$ cat config.mk
export PLATFORM = sky130hd
export DESIGN_NAME = transmissor_medida
export DESIGN_NICKNAME = d
export VERILOG_FILES = /design/src/rtl/transmissor_medida_pkg.sv /design/src/rtl/transmissor_medida_tx_serial.sv /design/src/rtl/transmissor_medida.sv
export SDC_FILE = /design/constraint.sdc
export NUM_CORES = 1
export LEC_CHECK = 0
export ABC_AREA = 1
export CAP_MARGIN = 20
export CORE_ASPECT_RATIO = 0.6
export CORE_MARGIN = 10
export CORE_UTILIZATION = 60
export DETAILED_ROUTE_END_ITERATION = 7
export HOLD_SLACK_MARGIN = 0.08
export PLACE_DENSITY = 0.85
export SYNTH_ARGS = -nofsm -noshare
export SYNTH_HDL_FRONTEND = slang
export SYNTH_SLANG_ARGS = --single-unit
$ cat constraint.sdc
create_clock -name clock -period 4.6 [get_ports clock]
set_input_delay 0.92 -clock clock [delete_from_list [all_inputs] [get_ports clock]]
set_output_delay 0.92 -clock clock [all_outputs]
set_load 0.1 [all_outputs]
$ cat src/rtl/transmissor_medida_pkg.sv
// Shared encodings for the measurement frame transmitter: FSM states, ASCII
// constants and frame geometry.
package transmissor_medida_pkg;

  localparam logic [3:0] ST_IDLE = 4'd0;
  localparam logic [3:0] ST_LOAD = 4'd1;
  localparam logic [3:0] ST_SEND = 4'd2;
  localparam logic [3:0] ST_WAIT = 4'd3;
  localparam logic [3:0] ST_NEXT = 4'd4;
  localparam logic [3:0] ST_DONE = 4'd5;

  localparam logic [6:0] ASCII_VIRGULA   = 7'h2C;
  localparam logic [6:0] ASCII_CERQUILHA = 7'h23;
  localparam logic [6:0] ASCII_ZERO      = 7'h30;

  localparam int FRAME_LEN     = 8;
  localparam int BITS_PER_CHAR = 10;

  // Digits above 9 are not clamped; they map straight onto 0x3A..0x3F.
  function automatic logic [6:0] digito_ascii(input logic [3:0] bcd);
    return ASCII_ZERO + {3'b000, bcd};
  endfunction

endpackage

$ cat src/rtl/transmissor_medida_tx_serial.sv
// 7O1 UART character serialiser with baud down-counter and a one-deep pending
// slot so the next character can start right after the current stop bit.
module tx_serial_7o1
  import transmissor_medida_pkg::*;
#(
  parameter int BAUD_DIV = 434
) (
  input  logic       clock,
  input  logic       reset,
  input  logic       partida,
  input  logic [6:0] dados,
  output logic       saida,
  output logic       pronto,
  output logic       ocioso
);

  localparam int             BW       = (BAUD_DIV > 1) ? $clog2(BAUD_DIV) : 1;
  localparam logic [BW-1:0]  BAUD_MAX = BW'(BAUD_DIV - 1);
  localparam logic [3:0]     BIT_MAX  = 4'(BITS_PER_CHAR - 1);

  logic [9:0]    quadro;
  logic [BW-1:0] baud_cnt;
  logic [3:0]    bit_cnt;
  logic          ativo;
  logic          pend_valid;
  logic [6:0]    pend_dados;
  logic          fim_bit;
  logic          fim_char;
  logic          carrega;
  logic [6:0]    prox_dados;

  // Bit 0 is on the line: start, 7 data bits LSB first, odd parity, stop.
  function automatic logic [9:0] monta_quadro(input logic [6:0] d);
    return {1'b1, ~^d, d, 1'b0};
  endfunction

  assign fim_bit  = ativo && (baud_cnt == '0);
  assign fim_char = fim_bit && (bit_cnt == 4'd0);

  always_comb begin
    carrega    = 1'b0;
    prox_dados = dados;
    if (!ativo) begin
      carrega = partida;
    end else if (fim_char) begin
      carrega    = partida || pend_valid;
      prox_dados = partida ? dados : pend_dados;
    end
  end

  always_ff @(posedge clock or posedge reset) begin
    if (reset) begin
      quadro     <= '1;
      baud_cnt   <= '0;
      bit_cnt    <= '0;
      ativo      <= 1'b0;
      pend_valid <= 1'b0;
      pend_dados <= '0;
      pronto     <= 1'b0;
    end else begin
      // Pronto marks entry into the stop bit, leaving the whole stop bit to
      // queue the next character.
      pronto <= fim_bit && (bit_cnt == 4'd1);
      if (carrega) begin
        quadro     <= monta_quadro(prox_dados);
        baud_cnt   <= BAUD_MAX;
        bit_cnt    <= BIT_MAX;
        ativo      <= 1'b1;
        pend_valid <= 1'b0;
      end else begin
        if (fim_char) begin
          ativo  <= 1'b0;
          quadro <= '1;
        end else if (fim_bit) begin
          quadro   <= {1'b1, quadro[9:1]};
          baud_cnt <= BAUD_MAX;
          bit_cnt  <= bit_cnt - 4'd1;
        end else if (ativo) begin
          baud_cnt <= baud_cnt - 1'b1;
        end
        if (ativo && partida) begin
          pend_valid <= 1'b1;
          pend_dados <= dados;
        end
      end
    end
  end

  assign saida  = quadro[0];
  assign ocioso = !ativo && !pend_valid;

endmodule

$ cat src/rtl/transmissor_medida.sv
// Measurement frame transmitter: sends "a2a1a0,d2d1d0#" over a 7O1 UART line.
//   state | meaning
//   IDLE  | waiting for transmitir
//   LOAD  | latch angulo/distancia, index = 0
//   SEND  | hand current character to the serialiser
//   WAIT  | character in progress
//   NEXT  | advance index or finish
//   DONE  | wait for line to drain, pulse envio_pronto
module transmissor_medida
  import transmissor_medida_pkg::*;
#(
  parameter int BAUD_DIV = 434
) (
  input  logic        clock,
  input  logic        reset,
  input  logic        transmitir,
  input  logic [11:0] angulo,
  input  logic [11:0] distancia,
  output logic        saida_serial,
  output logic        envio_pronto,
  output logic        ocupado,
  output logic [3:0]  db_estado
);

  localparam logic [2:0] IDX_ULT = 3'(FRAME_LEN - 1);

  logic [3:0]  estado;
  logic [3:0]  prox_estado;
  logic [2:0]  indice;
  logic [11:0] ang_reg;
  logic [11:0] dist_reg;
  logic [6:0]  caractere;
  logic        indice_fim;
  logic        tx_pronto;
  logic        tx_ocioso;

  assign indice_fim = (indice == IDX_ULT);

  always_comb begin
    case (indice)
      3'd0:    caractere = digito_ascii(ang_reg[11:8]);
      3'd1:    caractere = digito_ascii(ang_reg[7:4]);
      3'd2:    caractere = digito_ascii(ang_reg[3:0]);
      3'd3:    caractere = ASCII_VIRGULA;
      3'd4:    caractere = digito_ascii(dist_reg[11:8]);
      3'd5:    caractere = digito_ascii(dist_reg[7:4]);
      3'd6:    caractere = digito_ascii(dist_reg[3:0]);
      default: caractere = ASCII_CERQUILHA;
    endcase
  end

  always_comb begin
    prox_estado = estado;
    case (estado)
      ST_IDLE: if (transmitir) prox_estado = ST_LOAD;
      ST_LOAD: prox_estado = ST_SEND;
      ST_SEND: prox_estado = ST_WAIT;
      ST_WAIT: if (tx_pronto) prox_estado = ST_NEXT;
      ST_NEXT: prox_estado = indice_fim ? ST_DONE : ST_SEND;
      ST_DONE: if (tx_ocioso) prox_estado = ST_IDLE;
      default: prox_estado = ST_IDLE;
    endcase
  end

  always_ff @(posedge clock or posedge reset) begin
    if (reset) begin
      estado   <= ST_IDLE;
      indice   <= '0;
      ang_reg  <= '0;
      dist_reg <= '0;
    end else begin
      estado <= prox_estado;
      if (estado == ST_LOAD) begin
        ang_reg  <= angulo;
        dist_reg <= distancia;
        indice   <= '0;
      end else if (estado == ST_NEXT && !indice_fim) begin
        indice <= indice + 3'd1;
      end
    end
  end

  tx_serial_7o1 #(
    .BAUD_DIV (BAUD_DIV)
  ) u_tx (
    .clock   (clock),
    .reset   (reset),
    .partida (estado == ST_SEND),
    .dados   (caractere),
    .saida   (saida_serial),
    .pronto  (tx_pronto),
    .ocioso  (tx_ocioso)
  );

  // DONE holds until the final stop bit has left the line.
  assign envio_pronto = (estado == ST_DONE) && tx_ocioso;
  assign ocupado      = (estado != ST_IDLE) && !envio_pronto;
  assign db_estado    = estado;

endmodule

# Word level (Yosys, flattened, before mapping)

Cells that the tools add are included.

Add/sub/neg operators: 9
Equality and inequality tests: 17
Multiplexer cells: 27
Bitwise gates (word level): 1
Reduce and logical (&&, ||, !) cells: 29

Operators with widths:

| cell                  | number |
|---|---|
| $pmux W7 S7           | 1 |
| $add A6 B4 Y7 const A | 6 |
| $mux W9               | 4 |
| $mux W10              | 3 |
| $mux W4               | 6 |
| $pmux W4 S6           | 1 |
| $mux W7               | 3 |
| $eq A3 B3 Y1 const B  | 4 |
| $logic_not A9 Y1      | 1 |
| $mux W3               | 3 |
| $sub A9 B1 Y9 const B | 1 |
| $eq A4 B1 Y1 const B  | 2 |
| $eq A4 B2 Y1 const B  | 2 |
| $eq A4 B3 Y1 const B  | 2 |
| $logic_and A1 B1 Y1   | 8 |
| $logic_not A4 Y1      | 2 |
| $reduce_bool A2 Y1    | 4 |
| $reduce_xnor A7 Y1    | 1 |
| $eq A3 B2 Y1 const B  | 2 |
| $mux W1               | 6 |
| $ne A2 B2 Y1 const B  | 3 |
| $reduce_and A2 Y1     | 3 |
| $reduce_bool A3 Y1    | 2 |
| $logic_not A1 Y1      | 4 |
| 9 further kinds       | 9 |

Register bits after elaboration: 64
Input bits: 27
Output and inout port bits: 7

# Logic depth before layout (Yosys ltp)

Depth after elaboration: 7
Depth in mapped cells: 19

# Cells and area by module

From an unflattened synthesis, not the netlist that was laid out.

Cells, all modules: 464
Area total of the unflattened synthesis: 3577.2 um^2

By module, submodules not included:

| module             | instances | cells an instance | area each (um^2) | seq. area each (um^2) |
|---|---|---|---|---|
| tx_serial_7o1      | 1         | 263               | 1979.4           | 812.0 |
| transmissor_medida | 1         | 201               | 1597.8           | 750.7 |

# Worst setup path after synthesis

OpenSTA, ideal clock, no wires.

Path kind: register to output
Start: reg estado[2] (netlist: db_estado[2])
End: out ocupado
Data arrival time: 5.048 ns
Slack: -1.368 ns
Cell stages (with the launch flop): 5
Path buffers: 0
Cells stage by stage: dfrtp_1 -> inv_1 -> nor3_1 -> nor3b_1 -> a21oi_1

Cells in the longest elaborated chain, start to end: 4

RTL lines:

| item                   | line                     | source |
|---|---|---|
| start, declared        | transmissor_medida.sv:27 | `logic [3:0] estado;` |
| start signal, assigned | transmissor_medida.sv:72 | `estado <= prox_estado;` |
| $eq A4 B3 Y1           | transmissor_medida.sv:96 | `assign envio_pronto = (estado == ST_DONE) && tx_ocioso;` |
| $logic_and A1 B1 Y1    | transmissor_medida.sv:96 |  |
| named net envio_pronto | transmissor_medida.sv:20 | `output logic envio_pronto,` |
| $logic_not A1 Y1       | transmissor_medida.sv:97 | `assign ocupado = (estado != ST_IDLE) && !envio_pronto;` |
| $logic_and A1 B1 Y1    | transmissor_medida.sv:97 |  |
| end, declared          | transmissor_medida.sv:21 | `output logic ocupado,` |

The timed path passes the listed nets, and every way through them passes these cells.

# Worst setup path in the final report

Start: reg estado[1] (netlist: db_estado[1])
End: out envio_pronto

Cells in the longest elaborated chain, start to end: 2

RTL lines:

| item                | line |
|---|---|
| $eq A4 B3 Y1        | transmissor_medida.sv:96 |
| $logic_and A1 B1 Y1 | transmissor_medida.sv:96 |
| end, declared       | transmissor_medida.sv:20 |

Every way passes these cells.

==> metrics.txt <==
status complete, no violations; worst-skew pair later-pin latency ~0.35 ns; reg-to-reg endpoint u_tx.quadro[8]$_DFFE_PP1P_; Final Skew about 0.0085 ns; IO buf count 32; arrival time worst endpoint between 2 and 3 ns; Leak 1.88 nW; CP Buf/Inv Count 1; crit start category flop; antenna viol nets, final 0; worst reg-to-reg setup slack around 2.2 ns; die extent in x around 120 um; Peak VDD IR 0.302 mV; Pre-antenna DRT Iters 4; Overall Power 2.74 mW; delay-heaviest family, CP buffers and inverters; row count 20; worst slack at placement 1.52 ns; endpoints failing setup 0; Post-Syn Area 3290 um2; most frequent cells in the layout nand2_1 (91), dfrtp_1 (52), inv_1 (45); R2R Path Start u_tx.bit_cnt[0]$_DFFE_PP0P_; initial antenna violation count 0; syn avg cell area approximately 8.7 um2; post_cts resized 0; pins over their slew limit 0; ys flop type dfrtp_1; share of cells above drive strength 1 0.166; worst reg-to-reg path cell count 16; Slowest cell on crit path clkdlybuf4s50_1; Routed WL about 7400 um; commonest non-fill, non-tap cell in the layout nand2_1; CTS Sinks around 60; clock-pin slew on the worst setup and hold paths 0.07 ns; max_cap viols 0; CP endpoint envio_pronto; Yosys top cell by area dfrtp_1; DR vias/cell between 5 and 6; Post-Syn Instances around 380; post-route setup TNS 0 ns; drt wl/cell between 15 and 20 um; CP Depth 3; largest net degree at the start of global routing 42; antenna fix cells 0; worst endpoint required time 3.68 ns; Hold Vio Cnt, Final 0; EDFF count, synth 0; crit path cell chain nor3_1, nor3b_2, clkdlybuf4s50_1; deepest clock path buffer count 2; gpl congestion approximately 0.86; hold_buf cts 0; sequential share of the synthesized area 0.467; YS warnings 0; grt total ovfl 0; setup bufs post-CTS 0; RSZ-0062 raised after global routing false; Fillers 380; CTS tree yes; PD cells 700 nW/um2; final design utilization 0.755; fin area between 3000 and 4000 um2; first-pass GRT wire length approximately 13000 um; layout net count 453; final std cells w/o fill between 400 and 500; CP Class flop to output pin; gr usage total 0.175; Die Y around 77 um; Initial Utilization 0.635; Placed Cells between 400 and 500; H-Tree Depth 3; critical path startpoint db_estado[1]$_DFFE_PP0P_; fmax 0.290 GHz; Synth Register Bits between 60 and 70; total die area 8940 um2; Cell variety after synth 46; DRC 0; Crit. End Element output pin; Core Area between 5000 and 6000 um2; Area Growth Syn to Fin 18.9%; vias in the first global route between 2000 and 3000; DP Area ~3700 um2; CP peak stage delay around 1.2 ns; Synth top area share 0.396; Worst Hold Class flop to flop; synth top area cells dfrtp_1 (40%), nand2_1 (10%), mux2_2 (7.5%); Tmin final ~3.4 ns; via count around 2700; Slew @ Worst Pin ~1 ns; DR iter-0 viols around 240; hpwl dp 5560 um; Max-slew headroom 0.347; Synthesized Nets 414; Final Cycle Share 0.749; Max FO, Critical Path 9; hold_ws between 0.4 and 0.5 ns; asr flop ratio synth 1.00; clk root buf clkbuf_8; number of CTS-inserted buffers 9; setup ws final roughly 1.2 ns; Top Ports 34
==> worst min path at each step <==
stage,startpoint,endpoint,slack (ns),depth (start not counted)
6_report,u_tx.quadro[3]$_DFFE_PP1P_,u_tx.quadro[2]$_DFFE_PP1P_,0.50,2
5_1_grt,dist_reg[8]$_DFFE_PP0P_,dist_reg[8]$_DFFE_PP0P_,0.52,1
4_1_cts,u_tx.pend_dados[5]$_DFFE_PP0P_,u_tx.pend_dados[5]$_DFFE_PP0P_,0.49,2
3_5_place_dp,u_tx.pend_dados[5]$_DFFE_PP0P_,u_tx.pend_dados[5]$_DFFE_PP0P_,0.48,2
3_3_place_gp,u_tx.pend_dados[5]$_DFFE_PP0P_,u_tx.pend_dados[5]$_DFFE_PP0P_,0.45,2
2_1_floorplan,u_tx.pend_dados[5]$_DFFE_PP0P_,u_tx.pend_dados[5]$_DFFE_PP0P_,0.44,2
==> metal layers <==
metal  wire (um)  GRT usage  part of all wire
met1        3480      0.234              0.47
met2        3350      0.260              0.45
met3         498     0.0661             0.067
met4          84     0.0453             0.011
met5           0          0                 0
==> synth_stat cells (3+ instances only) <==
cell,n
inv_1,46
dfrtp_1,52
nand3_1,26
a311oi_1,3
nor2_1,28
clkbuf_1,3
ha_1,10
a21oi_1,13
dfstp_2,9
nand2_1,91
inv_2,3
nand3b_1,3
o22ai_1,4
o21ai_0,15
nor3_1,5
mux2_2,22
nor2_2,3
nor2_4,3
==> kinds of logic after synthesis <==
family                   share of synthesized area
AND/OR/NAND/NOR                              0.253
flip-flops                                   0.467
buffers and inverters                       0.0673
AO/OA/AOI/OAI                               0.0875
multiplexers                                0.0753
adder cells (fa/ha/maj)                     0.0380
XOR/XNOR                                    0.0107
other                                      0.00114
==> tightest hold or removal path: stages (launching register included) <==
cell and delay [ns]:
dfstp_2 0.36, inv_1 0.05, a31oi_1 0.08
==> power breakdown <==
part / total (mW) / switching (mW) / internal, mW
clock: 0.508 / 0.206 / 0.302
sequential: 0.981 / 0.177 / 0.803
combinational: 1.25 / 0.769 / 0.481
total: 2.74 / 1.15 / 1.59
==> final cells by class <==
| type | count | area [um2] | area share |
|---|---|---|---|
| clock buffer | 11 | 131 | 0.0336 |
| clock inverter | 5 | 75.1 | 0.0192 |
| inverter | 50 | 193 | 0.0493 |
| multi-input combinational | 260 | 1540 | 0.393 |
| sequential | 61 | 1540 | 0.393 |
| tap | 66 | 82.6 | 0.0211 |
| timing repair buffer | 34 | 355 | 0.0909 |
(Power assumes the default switching activity.)
